[src/rtl/pot_scan_sched.sv]
// ---------------------------------------------------------------------------
// pot_scan_sched
//
// Round-robin scheduler that walks the six slide pots through an A2D SPI
// master. Each slot issues a one-clock strt_cnv on its channel, waits for
// cnv_cmplt (bounded by TIMEOUT clocks), captures the result into that pot's
// register, then idles GAP_CYCLES clocks before moving to the next slot.
//
// Ports
//   clk         system clock, rising edge
//   rst_n       asynchronous active-low reset
//   cnv_cmplt   conversion finished strobe from the SPI master
//   res         12-bit conversion result, valid while cnv_cmplt is high
//   strt_cnv    one-clock start request to the SPI master
//   chnnl       A2D channel, held from strt_cnv until the next strt_cnv
//   POT_LP .. VOLUME   latest result for each slide pot
//   sweep_done  one-clock pulse when slot 5 leaves WAIT
//   tmo_err     sticky timeout flag, cleared only by reset
// ---------------------------------------------------------------------------
module pot_scan_sched #(
    parameter int GAP_CYCLES = 1024,
    parameter int TIMEOUT    = 4096
) (
    input  logic        clk,
    input  logic        rst_n,
    input  logic        cnv_cmplt,
    input  logic [11:0] res,
    output logic        strt_cnv,
    output logic [2:0]  chnnl,
    output logic [11:0] POT_LP,
    output logic [11:0] POT_B1,
    output logic [11:0] POT_B2,
    output logic [11:0] POT_B3,
    output logic [11:0] POT_HP,
    output logic [11:0] VOLUME,
    output logic        sweep_done,
    output logic        tmo_err
);

    typedef enum logic [1:0] {
        IDLE,
        START,
        WAIT,
        GAP
    } state_t;

    // Terminal counts: a dwell of N clocks ends on the edge where the
    // counter (cleared on entry) reads N-1.
    localparam logic [15:0] WAIT_LAST = 16'(TIMEOUT - 1);
    localparam logic [15:0] GAP_LAST  = 16'(GAP_CYCLES - 1);
    localparam logic [15:0] CNT_MAX   = 16'hFFFF;

    state_t      state;
    logic [2:0]  slot;
    logic [15:0] wait_cnt;
    logic [15:0] gap_cnt;
    logic [2:0]  next_slot;

    // Slot to A2D channel mapping, fixed by the board wiring.
    function automatic logic [2:0] chnnl_of(input logic [2:0] s);
        case (s)
            3'd0:    chnnl_of = 3'd1;
            3'd1:    chnnl_of = 3'd0;
            3'd2:    chnnl_of = 3'd4;
            3'd3:    chnnl_of = 3'd2;
            3'd4:    chnnl_of = 3'd3;
            3'd5:    chnnl_of = 3'd7;
            default: chnnl_of = 3'd1;
        endcase
    endfunction

    assign next_slot = (slot == 3'd5) ? 3'd0 : 3'(slot + 3'd1);

    // Single sequencer: state, counters, strobes and all result registers.
    // strt_cnv is registered so it is high exactly while in START.
    always_ff @(posedge clk or negedge rst_n) begin
        if (!rst_n) begin
            state      <= IDLE;
            slot       <= 3'd0;
            chnnl      <= 3'd1;
            strt_cnv   <= 1'b0;
            wait_cnt   <= 16'd0;
            gap_cnt    <= 16'd0;
            POT_LP     <= 12'h000;
            POT_B1     <= 12'h000;
            POT_B2     <= 12'h000;
            POT_B3     <= 12'h000;
            POT_HP     <= 12'h000;
            VOLUME     <= 12'h000;
            sweep_done <= 1'b0;
            tmo_err    <= 1'b0;
        end else begin
            strt_cnv   <= 1'b0;
            sweep_done <= 1'b0;
            case (state)
                IDLE: begin
                    state    <= START;
                    strt_cnv <= 1'b1;
                    chnnl    <= chnnl_of(slot);
                end
                START: begin
                    state    <= WAIT;
                    wait_cnt <= 16'd0;
                end
                WAIT: begin
                    // Completion wins over a timeout expiring on the same edge.
                    if (cnv_cmplt) begin
                        case (slot)
                            3'd0:    POT_LP <= res;
                            3'd1:    POT_B1 <= res;
                            3'd2:    POT_B2 <= res;
                            3'd3:    POT_B3 <= res;
                            3'd4:    POT_HP <= res;
                            3'd5:    VOLUME <= res;
                            default: ;
                        endcase
                        state      <= GAP;
                        gap_cnt    <= 16'd0;
                        sweep_done <= (slot == 3'd5);
                    end else if (wait_cnt >= WAIT_LAST) begin
                        tmo_err    <= 1'b1;
                        state      <= GAP;
                        gap_cnt    <= 16'd0;
                        sweep_done <= (slot == 3'd5);
                    end else if (wait_cnt != CNT_MAX) begin
                        wait_cnt <= wait_cnt + 16'd1;
                    end
                end
                GAP: begin
                    if (gap_cnt >= GAP_LAST) begin
                        state    <= START;
                        slot     <= next_slot;
                        chnnl    <= chnnl_of(next_slot);
                        strt_cnv <= 1'b1;
                    end else if (gap_cnt != CNT_MAX) begin
                        gap_cnt <= gap_cnt + 16'd1;
                    end
                end
                default: state <= IDLE;
            endcase
        end
    end

endmodule

[config.mk]
export PLATFORM = sky130hd
export DESIGN_NAME = pot_scan_sched
export DESIGN_NICKNAME = d
export VERILOG_FILES = /design/src/rtl/pot_scan_sched.sv
export SDC_FILE = /design/constraint.sdc
export NUM_CORES = 1
export LEC_CHECK = 0
export CAP_MARGIN = 25
export CORE_MARGIN = 1
export CORE_UTILIZATION = 58
export CTS_BUF_LIST = sky130_fd_sc_hd__clkbuf_4
export CTS_CLUSTER_DIAMETER = 80
export DETAILED_ROUTE_END_ITERATION = 8
export PLACE_DENSITY_LB_ADDON = 0.1
export SLEW_MARGIN = 40
export SYNTH_ARGS = -nofsm -noshare
export SYNTH_HDL_FRONTEND = slang
export SYNTH_SLANG_ARGS = --single-unit
[constraint.sdc]
create_clock -name clk -period 3.35 [get_ports clk]
set_clock_uncertainty 0.05 [all_clocks]
set_input_delay 0.67 -clock clk [delete_from_list [all_inputs] [get_ports clk]]
set_output_delay 0.67 -clock clk [all_outputs]
set_load 0.02 [all_outputs]
Word-level counts from Yosys, hierarchy flattened
Cells that the tools add are included.
{"block": "op_classes", "n_addsub": 3, "multipliers": 0, "div_mod_pow": 0, "n_lt_le_gt_ge": 2, "n_eq_ne": 22, "shifts": 0, "mux": 23, "bitwise_logic": 1, "n_reduce_logical": 17}
{"op": "$mux 16", "n": 7}
{"op": "$pmux 16 s2", "n": 2}
{"op": "$add 16x1->16 const B", "n": 2}
{"op": "$ne 16x16->1 const B", "n": 2}
{"op": "$pmux 3 s5", "n": 2}
{"op": "$reduce_and 3->1", "n": 7}
{"op": "$ge 16x10->1 const B", "n": 1}
{"op": "$ge 16x12->1 const B", "n": 1}
{"op": "$eq 3x2->1 const B", "n": 4}
{"op": "$eq 3x3->1 const B", "n": 4}
{"op": "$ne 2x2->1 const B", "n": 6}
{"op": "$pmux 2 s4", "n": 1}
{"op": "$reduce_and 4->1", "n": 2}
{"op": "$eq 3x1->1 const B", "n": 2}
{"op": "$mux 2", "n": 3}
{"op": "$mux 3", "n": 2}
{"op": "$pmux 3 s2", "n": 1}
{"op": "$reduce_and 2->1", "n": 3}
{"op": "$reduce_bool 2->1", "n": 3}
{"op": "$eq 2x2->1 const B", "n": 2}
{"op": "$mux 1", "n": 4}
{"op": "$add 3x1->3 const B", "n": 1}
{"op": "$logic_not 3->1", "n": 1}
{"op": "$ne 3x3->1 const B", "n": 1}
{"op": "other kinds (4)", "n": 4}
{"block": "word_totals", "ff_bits": 115, "latch_bits": 0, "mem_bits_rw": 0, "rom_bits": 0, "inputBits": 15, "output_inout_bits": 78, "n_memories": 0}

Longest topological paths before layout
{"block": "depth", "depth_word": 6, "mapped_depth": 9, "ltp_nobuf": 8}

Worst setup path after synthesis
Ideal clock, no wire load.
{"block": "synth_path", "path_kind": "reg-to-reg", "startpoint": "register wait_cnt[12]", "endpoint": "register state[1]", "setup_time_ns": 0.125, "arrival_time_ns": 1.900, "required_ns": 3.175, "path_slack_ns": 1.275, "path_stages_with_launch": 7, "n_path_buf": 1, "synth_period_minus_slack_ns": 2.075, "cell_sequence": "dfrtp_1 -> or4_4 -> or2_1 -> or2_1 -> buf_6 -> nand2_1 -> mux2_2"}
{"block": "synth_via", "elab_chain_cells": 3}
{"item": "from (decl)", "line_no": "55", "source": "logic [15:0] wait_cnt;"}
{"item": "from (signal assigned)", "line_no": "126", "source": "wait_cnt <= wait_cnt + 16'd1;"}
{"item": "$ge 16x12->1", "line_no": "120", "source": "end else if (wait_cnt >= WAIT_LAST) begin"}
{"item": "$ne 3x3->1 (no source line)"}
{"item": "$reduce_and 2->1 (no source line)"}
{"item": "to (signal assigned)", "line_no": "117", "source": "state <= GAP;"}
{"item": "to (signal assigned)", "line_no": "122", "source": "state <= GAP;"}
{"item": "to (signal assigned)", "line_no": "131", "source": "state <= START;"}
{"item": "to (decl)", "line_no": "53", "source": "state_t state;"}
No other way between the ends.
A chain may end at the register's enable or synchronous reset.

Worst setup path after layout
{"block": "layout_path", "startpoint": "register wait_cnt[0]", "endpoint": "register gap_cnt[11]"}
{"block": "layout_via", "elab_chain_cells": 3}
{"item": "$ge 16x12->1", "line_no": "120"}
{"item": "$ne 3x3->1 (no source line)"}
{"item": "$reduce_and 4->1 (no source line)"}
{"item": "to (signal assigned)", "line_no": "136", "source": "gap_cnt <= gap_cnt + 16'd1;"}
{"item": "to (decl)", "line_no": "56", "source": "logic [15:0] gap_cnt;"}
No other way between the ends.

==> metrics.md <==
| Metric | Value |
|---|---|
| Status | completed |
| Max-slew violation count | 0 |
| Final antenna-violating net count | 0 |
| Worst slew pin tran | 0.768 ns |
| Die area | 8970 um2 |
| CTS tree | done |
| Pwr dens | 866 nW/um2 |
| Clock root cell | clkbuf_4 |
| Post_cts resized | 0 |
| WL final | 11600 um |
| N_diodes | 0 |
| Delay-heaviest family, CP | simple AND/OR/NAND/NOR gates |
| Post-CTS Hold Buffers | 1 |
| Clk slew on worst S/H paths | 0.10 ns |
| RSZ-0062 raised after global routing | false |
| Layout Nets | 538 |
| Post-Syn Instances | 408 |
| CTS sink count | 115 |
| Fin. Hold Viols | 0 |
| Drt wl/cell | 18.4 um |
| Fin crit period | 2.48 ns |
| Crit path max fanout | 11 |
| Cell Chain, Critical Path | ha_1 > nand3_1 > nor4_1 > nor2_2 > buf_4 > or3_1 > a21oi_1 |
| Syn Area/Cell | 12.2 um2 |
| Period utilisation layout | 74.0% |
| Sequential-to-total area share from yosys stat | 57.7% |
| Synth Register Bits | 115 |
| Die width | 94.7 um |
| DRC viols | 0 |
| IO Pins | 93 |
| CP Capture Type | register |
| Post-route cell area | 6370 um2 |
| Non-filler cells, final | 631 |
| Setup CP Type | reg -> reg |
| Commonest cells after routing, fill and taps aside | 114 x dfrtp_1, 91 x clkdlybuf4s50_1, 76 x mux2_2, 29 x nand2_1, 24 x o21ai_0 |
| Most common cell after layout, fill and taps aside | dfrtp_1 |
| Filler instances | 537 |
| Share of layout cells above drive strength 1 | 23.8% |
| I/O Buffers | 92 |
| Die Ht | 94.7 um |
| Slowest stage delay, CP | 0.62 ns |
| Asr flop ratio synth | 100% |
| Post-Route Utilization | 77.1% |
| Largest net degree at the start of global routing | 33 |
| Vias per inst | 5.80 |
| Maximum clock path buffer count | 2 |
| Final setup fails | 0 |
| Post-CTS Setup Repair Bufs | 0 |
| Final TNS setup | 0 ns |
| WP data required | 3.74 ns |
| FMAX | 403 MHz |
| Worst VDD drop | 0.000604 V |
| HPWL after detailed placement | 7930 um |
| CP bufs+invs | 1 |
| CP arrival | 2.86 ns |
| Gp weighted congestion | 0.879 |
| Max Cap Violations | 0 |
| First-pass DRT Iterations | 5 |
| Area after DPL | 6050 um2 |
| Routed vias | 3662 |
| Pleak | 0.00284 uW |
| Hold Slack | 0.454 ns |
| Core box area | 8260 um2 |
| Mapped Area | 4990 um2 |
| Ys flop type | dfrtp_1 |
| Total gr overflow | 0 |
| Flip-flop and latch area | 2880 um2 |
| H-Tree Depth | 4 |
| Initial antenna violation count | 0 |
| Row count | 33 |
| Area Growth Syn to Fin | 27.6% |
| Worst path slowest cell | nor4_1 |
| Initial DRC count | 176 |
| Post-synthesis cell type count | 47 |
| Global-route wire length before repair | 19000 um |
| Syn_nets | 432 |
| Multi-input logic area | 2000 um2 |
| Placed cell count | 599 |
| Post-synth EDFFs | 0 |
| Clock latency on the worst-skew pair | 0.51 ns |
| Number of global-route vias before repair | 3754 |
| Ys Warns | 0 |
| Critical path startpoint category | register |
| GRT Overall Usage | 28.7% |
| Max-slew headroom | 48.7% |
| Worst min path class | reg -> reg |
| CTS Buf Count | 17 |
| Initial Utilization | 60.4% |
[sequential cells by signal, indices dropped and copies added, names as in the netlist]
register    count
chnnl           3
VOLUME         12
slot            3
POT_B3         12
gap_cnt        16
POT_B2         12
strt_cnv        1
sweep_done      1
POT_B1         12
POT_HP         12
tmo_err         1
POT_LP         12
wait_cnt       16
state           2
[cell type report]
type	count	share of cell area [%]
clock inverter	14	2.85
clock buffer	17	2.00
inverter	12	0.708
multi-input combinational	265	31.4
timing repair buffer	103	15.8
sequential	115	45.2
tap	105	2.06
[through the flow]
stage	setup WS (ns)	power, uW
finish	0.871	5510
global route	0.646	5820
CTS	0.897	5550
detailed placement	0.528	4410
global placement	0.613	4340
floorplan	1.28	3380
[where the power goes]
group	internal, uW	switching [uW]	leakage (uW)	total (uW)
logic	1120	1210	0.00117	2330
registers	1800	280	0.00152	2080
clock network	525	577	0.000157	1100
[kinds of logic after synthesis]
kind of cell,share of synthesized area [%]
fa+ha+maj,2.26
simple gates,11.4
mux,17.4
buf+inv,2.43
compound gates,8.28
xor+xnor,0.527
flops,57.7
[Yosys cell counts (6+ instances only)]
master,n,area [um2]
a21oi_1,6,30.0
and2_1,7,43.8
buf_2,7,35.0
clkbuf_1,7,26.3
dfrtp_1,114,2850
ha_1,9,113
inv_1,12,45.0
mux2_2,76,856
nand2_1,29,109
nand3_1,12,60.1
nor2_1,15,56.3
nor3_1,15,75.1
o21ai_0,24,120
o31ai_1,12,90.1
or3_1,6,37.5
[per-layer routing]
metal | GRT usage [%] | part of all wire (%) | up-vias | wire [um]
met3 | 11.6 | 8.0 | 25 | 931
met1 | 36.1 | 41 | 1807 | 4830
met4 | 9.97 | 2.1 | 0 | 241
met5 | 0 | 0 | - | 0
met2 | 44.9 | 48 | 147 | 5640
li1 | - | - | 1683 | -
[final timing paths]
kind / end / slack (ns) / startpoint / cells after the start
setup reg to reg: gap_cnt[11]$_DFFE_PN0P_ / 0.87 / wait_cnt[0]$_DFFE_PN0P_ / 7
max in group asynchronous: POT_HP[3]$_DFFE_PN0P_ / 1.94 / rst_n / 3
hold / removal: wait_cnt[15]$_DFFE_PN0P_ / 0.45 / wait_cnt[15]$_DFFE_PN0P_ / 1
setup / recovery: gap_cnt[11]$_DFFE_PN0P_ / 0.87 / wait_cnt[0]$_DFFE_PN0P_ / 7
hold reg to reg: wait_cnt[15]$_DFFE_PN0P_ / 0.45 / wait_cnt[15]$_DFFE_PN0P_ / 1
min in group asynchronous: gap_cnt[0]$_DFFE_PN0P_ / 0.56 / rst_n / 2
Note: power is estimated with default switching activity, not from simulation.
